===== src/rtl/block_integrator.sv =====
// Block integrator: sums a programmable number of samples per block and hands
// the result to a double-buffered output register so blocks stream without bubbles.
module block_integrator #(
    parameter int bW     = 8,
    parameter int sW     = 16,
    parameter int maxC   = 16,
    parameter int cW     = $clog2(maxC + 1),
    parameter int SIGNED = 0,
    parameter int SAT    = 1
) (
    input  logic          clk,
    input  logic          rst,
    input  logic [cW-1:0] len,
    input  logic          flush,
    input  logic [bW-1:0] d,
    input  logic          d_vld,
    output logic          d_rdy,
    output logic [sW-1:0] sum,
    output logic [cW-1:0] sum_cnt,
    output logic          sum_ovf,
    output logic          sum_vld,
    input  logic          sum_rdy
);

    localparam bit            IS_SIGNED = (SIGNED != 0);
    localparam bit            IS_SAT    = (SAT != 0);
    localparam logic [cW-1:0] MAX_LEN   = cW'(maxC);

    typedef enum logic [1:0] {
        IDLE,
        ACC,
        WAIT
    } state_t;

    state_t        state_q, state_d;
    logic [sW-1:0] acc_q, acc_d;
    logic [cW-1:0] cnt_q, cnt_d;
    logic [cW-1:0] blen_q, blen_d;
    logic          ovf_q, ovf_d;
    logic [sW-1:0] sum_q, sum_d;
    logic [cW-1:0] sum_cnt_q, sum_cnt_d;
    logic          sum_ovf_q, sum_ovf_d;
    logic          sum_vld_q, sum_vld_d;

    logic [sW+bW-1:0] ext_wide;
    logic [sW-1:0]    ext_d;
    logic [sW:0]      add_raw;
    logic             add_ovf;
    logic [sW-1:0]    sat_val;
    logic [sW-1:0]    add_res;
    logic [cW-1:0]    len_eff;
    logic [cW-1:0]    blen_eff;
    logic [cW-1:0]    cnt_inc;
    logic             accept;
    logic             done;
    logic             out_free;
    logic [sW-1:0]    fin_acc;
    logic [cW-1:0]    fin_cnt;
    logic             fin_ovf;

    assign d_rdy = !rst && (state_q != WAIT);

    always_comb begin
        ext_wide = {{sW{IS_SIGNED & d[bW-1]}}, d};
        ext_d    = ext_wide[sW-1:0];
        add_raw  = {1'b0, acc_q} + {1'b0, ext_d};
        if (IS_SIGNED) begin
            // Signed overflow: operands agree in sign but the result does not.
            add_ovf = (acc_q[sW-1] == ext_d[sW-1]) && (add_raw[sW-1] != acc_q[sW-1]);
            sat_val = acc_q[sW-1] ? {1'b1, {(sW-1){1'b0}}} : {1'b0, {(sW-1){1'b1}}};
        end else begin
            add_ovf = add_raw[sW];
            sat_val = '1;
        end
        add_res = (add_ovf && IS_SAT) ? sat_val : add_raw[sW-1:0];
    end

    always_comb begin
        len_eff  = (len == '0) ? cW'(1) : ((len > MAX_LEN) ? MAX_LEN : len);
        blen_eff = (cnt_q == '0) ? len_eff : blen_q;
        cnt_inc  = cnt_q + cW'(1);
        accept   = d_vld && d_rdy;
        out_free = !sum_vld_q || sum_rdy;
        done     = (state_q != WAIT) &&
                   ((accept && (cnt_inc == blen_eff)) || (flush && ((cnt_q != '0) || accept)));
        fin_acc  = accept ? add_res : acc_q;
        fin_cnt  = accept ? cnt_inc : cnt_q;
        fin_ovf  = ovf_q | (accept & add_ovf);
    end

    always_comb begin
        // NOTE: every next-state signal gets a default here so no path leaves
        // it unassigned, which would otherwise infer a latch.
        state_d   = state_q;
        acc_d     = acc_q;
        cnt_d     = cnt_q;
        blen_d    = blen_q;
        ovf_d     = ovf_q;
        sum_d     = sum_q;
        sum_cnt_d = sum_cnt_q;
        sum_ovf_d = sum_ovf_q;
        sum_vld_d = sum_vld_q && !sum_rdy;

        if (accept && (cnt_q == '0)) begin
            blen_d = len_eff;
        end

        unique case (state_q)
            IDLE, ACC: begin
                if (done && out_free) begin
                    sum_d     = fin_acc;
                    sum_cnt_d = fin_cnt;
                    sum_ovf_d = fin_ovf;
                    sum_vld_d = 1'b1;
                    acc_d     = '0;
                    cnt_d     = '0;
                    ovf_d     = 1'b0;
                    state_d   = IDLE;
                end else if (done) begin
                    acc_d   = fin_acc;
                    cnt_d   = fin_cnt;
                    ovf_d   = fin_ovf;
                    state_d = WAIT;
                end else if (accept) begin
                    acc_d   = fin_acc;
                    cnt_d   = fin_cnt;
                    ovf_d   = fin_ovf;
                    state_d = ACC;
                end
            end
            WAIT: begin
                if (out_free) begin
                    sum_d     = acc_q;
                    sum_cnt_d = cnt_q;
                    sum_ovf_d = ovf_q;
                    sum_vld_d = 1'b1;
                    acc_d     = '0;
                    cnt_d     = '0;
                    ovf_d     = 1'b0;
                    state_d   = IDLE;
                end
            end
            default: state_d = IDLE;
        endcase
    end

    // NOTE: sequential state uses non-blocking assignments only, so every flop
    // samples the values from before the edge regardless of block ordering.
    always_ff @(posedge clk) begin
        if (rst) begin
            state_q   <= IDLE;
            acc_q     <= '0;
            cnt_q     <= '0;
            blen_q    <= '0;
            ovf_q     <= 1'b0;
            sum_q     <= '0;
            sum_cnt_q <= '0;
            sum_ovf_q <= 1'b0;
            sum_vld_q <= 1'b0;
        end else begin
            state_q   <= state_d;
            acc_q     <= acc_d;
            cnt_q     <= cnt_d;
            blen_q    <= blen_d;
            ovf_q     <= ovf_d;
            sum_q     <= sum_d;
            sum_cnt_q <= sum_cnt_d;
            sum_ovf_q <= sum_ovf_d;
            sum_vld_q <= sum_vld_d;
        end
    end

    assign sum     = sum_q;
    assign sum_cnt = sum_cnt_q;
    assign sum_ovf = sum_ovf_q;
    assign sum_vld = sum_vld_q;

endmodule


===== config.mk =====
export PLATFORM = sky130hd
export DESIGN_NAME = block_integrator
export DESIGN_NICKNAME = d
export VERILOG_FILES = /design/src/rtl/block_integrator.sv
export SDC_FILE = /design/constraint.sdc
export NUM_CORES = 1
export LEC_CHECK = 0
export CAP_MARGIN = 20
export CORE_MARGIN = 2
export CORE_UTILIZATION = 55
export CTS_CLUSTER_DIAMETER = 200
export CTS_CLUSTER_SIZE = 25
export DETAILED_ROUTE_END_ITERATION = 7
export GPL_TIMING_DRIVEN = 1
export PLACE_DENSITY_LB_ADDON = 0.25
export SYNTH_ARGS = -nofsm -noshare
export SYNTH_HDL_FRONTEND = slang
export SYNTH_SLANG_ARGS = --single-unit

===== constraint.sdc =====
create_clock -name clk -period 9 [get_ports clk]
set_input_delay 2.25 -clock clk [delete_from_list [all_inputs] [get_ports clk]]
set_output_delay 2.25 -clock clk [all_outputs]
set_load 0.005 [all_outputs]

Word-level counts from Yosys, hierarchy flattened
Index checks and enable logic that the tools add are counted.
- output and inout port bits: 24
- logic and storage cells: 82
- flip-flop bits (word level): 52
- reductions and logical operators: 23
- eq/ne operators: 7
- order comparisons: 1
- mux-type cells: 38
- bitwise logic cells: 2
- add/sub/neg operators: 2
- operator list (kind ; count):
    $mux 16 ; 8
    $pmux 16 s2 ; 2
    $mux 5 ; 10
    $pmux 5 s2 ; 2
    $add 16x8->17 ; 1
    $logic_not 5->1 ; 2
    $logic_and 1x1->1 ; 8
    $mux 1 ; 8
    $mux 2 ; 4
    $ne 2x2->1 const B ; 3
    $pmux 1 s2 ; 3
    $reduce_and 3->1 ; 2
    $add 5x1->5 const B ; 1
    $eq 5x5->1 ; 1
    $gt 5x5->1 const B ; 1
    $reduce_bool 5->1 ; 1
    $ne 4x4->1 const B ; 1
    $pmux 2 s2 ; 1
    $logic_not 1->1 ; 3
    $logic_or 1x1->1 ; 3
    $eq 2x1->1 const B ; 1
    $eq 2x2->1 const B ; 1
    $logic_not 2->1 ; 1
    $reduce_and 2->1 ; 1
    4 further kinds ; 4

Longest topological paths before layout
- depth in word-level cells: 11
- gate-level depth with buffers: 13
- gate-level depth less buffers: 10

Worst setup path after synthesis
Ideal clock, no wire load.
- kind: input -> output
- start point: in rst
- end point: out d_rdy
- stages on the path: 4
- path buffers: 3
- path slack: 3.557 ns
- arrival time: 3.193 ns
- required time: 6.750 ns
- path through: clkbuf_1 > buf_1 > clkbuf_1 > nor2_1
- cells in the longest elaborated chain, start to end: 2
- ends and longest elaborated chain (what ; line ; text):
    start: declaration ; 12 ; input logic rst,
    $logic_not 1->1 ; 61 ; assign d_rdy = !rst && (state_q != WAIT);
    $logic_and 1x1->1 ; 61 ;
    end: declaration ; 17 ; output logic d_rdy,
Every way passes these cells.

Final worst setup path
Ends and elaborated chain as after synthesis.

==> results.toml <==
[synthesis]
yosysWarnings = 0
synthArstFlopShare = 0
synthesis.area_sq_um = 3110
yosysSeqAreaShare = 0.335
synth_edf_count = 0
synth_seq_cells = 52
synth_ff_type = "dfxtp_1"
postSynthAreaPerCell_sq_um = 8.27
yosysTopAreaCell = "dfxtp_1"
synth.top_cells.by_area = "dfxtp_1 33%, a21oi_1 7.9%, ha_1 4.0%, a211oi_1 3.1%, nand2_1 3.1%"
synth.distinct_cells = 58
synth_top_cell_area_share = 0.335
syn_inst = 376
synth_nets = 405

[detailed_routing]
dr_total_vias = 2956
drtPass1Iterations = 4
postRouteAntennaNets = 0
drt-total-wl_mm = 7.58
detail_route.iter0.violations = 153
wire_per_inst_microns = 15.9
drc = 0
highest_layer = "met4"
wl_met3_microns = 493
wl_met1_mm = 3.48
wl_met2_mm = 3.52
routed_via_density = 6.21

[setup_path]
crit_path_top_delay_cell = "clkdlybuf4s50_1"
required_ps = 6750
critPathLaunchType = "primary input"
crit_chain = "clkdlybuf4s50_1 -> buf_4 -> nor2_1 -> clkdlybuf4s50_1"
crit_arrival_ps = 3750
path_delay_family = "buffers and inverters"
cp_common_cell = "clkdlybuf4s50_1"
path_buf_inv = 3
cp_max_fo = 49
cp_slowest_stage_delay_ps = 460
cp-end-kind = "primary output"
crit_type = "primary input to primary output"

[cells_and_area]
antenna_cells = 0
final_nets = 432
fillCellCount = 488
syn_to_final_growth_pct = 16.1
layout_common_cells = "52 x dfxtp_1, 49 x a21oi_1, 41 x clkdlybuf4s50_1"
utilization = 0.660
final_common_cell = "dfxtp_1"
drive_gt1_frac = 0.0594

[clock_tree]
cts_hold_buf = 0
clkTransAtPathRegs_ps = 90
cts-root-buf = "clkbuf_8"
clkLatencyLatePin_ps = 310
cts_tree = "done"
clock-sinks = 52
ctsLongestPathBuffers = 2
numCtsBuffers = 5
ctsResizeCount = 0
htreeDepth = 2
post-cts-setup-buffer-count = 0

[hold_path]
min_path_type = "flop to flop"

[power]
ir_worst_vdd_mv = 0.0744
power_uw = 458
p_sw_uw = 124
clockPowerShare = 0.300
power_leakage_uw = 0.00129
seq_power_share = 0.529
p_sw_frac = 0.271
power_density_nw_per_um2 = 127
comb_power_share = 0.171
intPower_uw = 334

[timing]
finalCriticalPeriod_ps = 6000
hold_violations = 0
maxSlewViolCount = 0
fmaxAchievable_ghz = 0.167
hold_slack_ps = 462
fin_ws_ps = 3000
rsz0062_at_grt = "false"
tightest_slew_ps = 968
final-setup-viol-count = 0
fin_skew_ps = 8.35
fin_crit_sh = 0.667
relSlewSlack = 0.338
setup_tns_ps = 0

[grt]
grt_use_total = 0.250
grt_max_degree = 50
grt_first_pass_wirelength_mm = 12.8
grt_pass1_vias = 2714
antenna_found_initial = 0
grt-ovfl-total = 0

[place]
hpwlAfterDp_mm = 5.22
gp_congestion = 0.870
dp_slack_ps = 2830
port_buffers = 41

[floorplanning]
dieArea_sq_um = 6270
ioPinCount = 42
core_sq_um = 5470
dieHeight_microns = 79.2
start_util = 0.568
row_count = 27
dieWidth_microns = 79.2

[run_status]
status = "finished, final reports clean"

[run]
max_cap_viol_count = 0
-- cells by family after synthesis --
logic type / after synthesis / share of synthesized area
flops: 52 / 0.335
mux: 10 / 0.0334
compound gates: 144 / 0.310
fa+ha+maj: 11 / 0.0467
xor+xnor: 15 / 0.0423
buf+inv: 38 / 0.0592
simple gates: 106 / 0.174
-- synthesized netlist by cell type, drive strengths merged (8+ instances only) --
library cell  instances
nand3                14
xnor2                 8
clkbuf               14
buf                  12
o211ai                9
ha                   10
inv                  12
a211oi               14
nor2                 27
a21oi                49
dfxtp                52
nand2                27
o21ai                19
-- power groups by stage --
stage	Clock (uW)	Sequential [uW]	Combinational, uW
5_1_grt	149	243	85.6
2_1_floorplan	0	247	49.1
4_1_cts	138	242	77.8
6_report	137	242	78.2
3_3_place_gp	0	247	75.8
3_5_place_dp	0	247	77.9
-- final cells by class --
class	instances	area, sq um	area share
clock buffer	6	82.6	0.0229
clock inverter	2	10.0	0.00277
inverter	12	45.0	0.0125
multi-input combinational	286	1890	0.524
sequential	52	1040	0.288
tap	72	90.1	0.0250
timing repair buffer	46	448	0.124
-- layer usage --
layer,vias up,track usage
li1,1449,-
met1,1393,0.352
met2,105,0.398
met3,9,0.0386
met4,0,0.0672
met5,-,0
-- sequential cells by signal, indices dropped and copies added (netlist names) --
signal and count:
acc_q 16, sum 16, blen_q 5, cnt_q 5, sum_cnt 5, state_q 2, ovf_q 1, sum_ovf 1
sum_vld 1
-- through the flow --
step                      cell area (sq um)  cells
after floorplan                        3110    376
after global placement                 3520    468
after detailed placement               3520    468
after CTS                              3610    476
after global routing                   3610    476
final                                  3610    476
-- worst register-to-register path: cells and delay by family, from the launching register on --
kind | cells | cell delay, ps
flip-flops | 1 | 380
AO/OA/AOI/OAI | 4 | 1940
AND/OR/NAND/NOR | 3 | 1240
-- path summary, 6_finish.rpt --
path | from | slack (ps) | cells past startpoint | to
min | blen_q[4]$_SDFFE_PP0P_ | 460 | 2 | blen_q[4]$_SDFFE_PP0P_
min reg2reg | blen_q[4]$_SDFFE_PP0P_ | 460 | 2 | blen_q[4]$_SDFFE_PP0P_
max reg2reg | state_q[0]$_SDFFE_PP0P_ | 5340 | 7 | acc_q[8]$_SDFFE_PP0P_
max | rst | 3000 | 4 | d_rdy
Note: power is estimated with default switching activity, not from simulation.
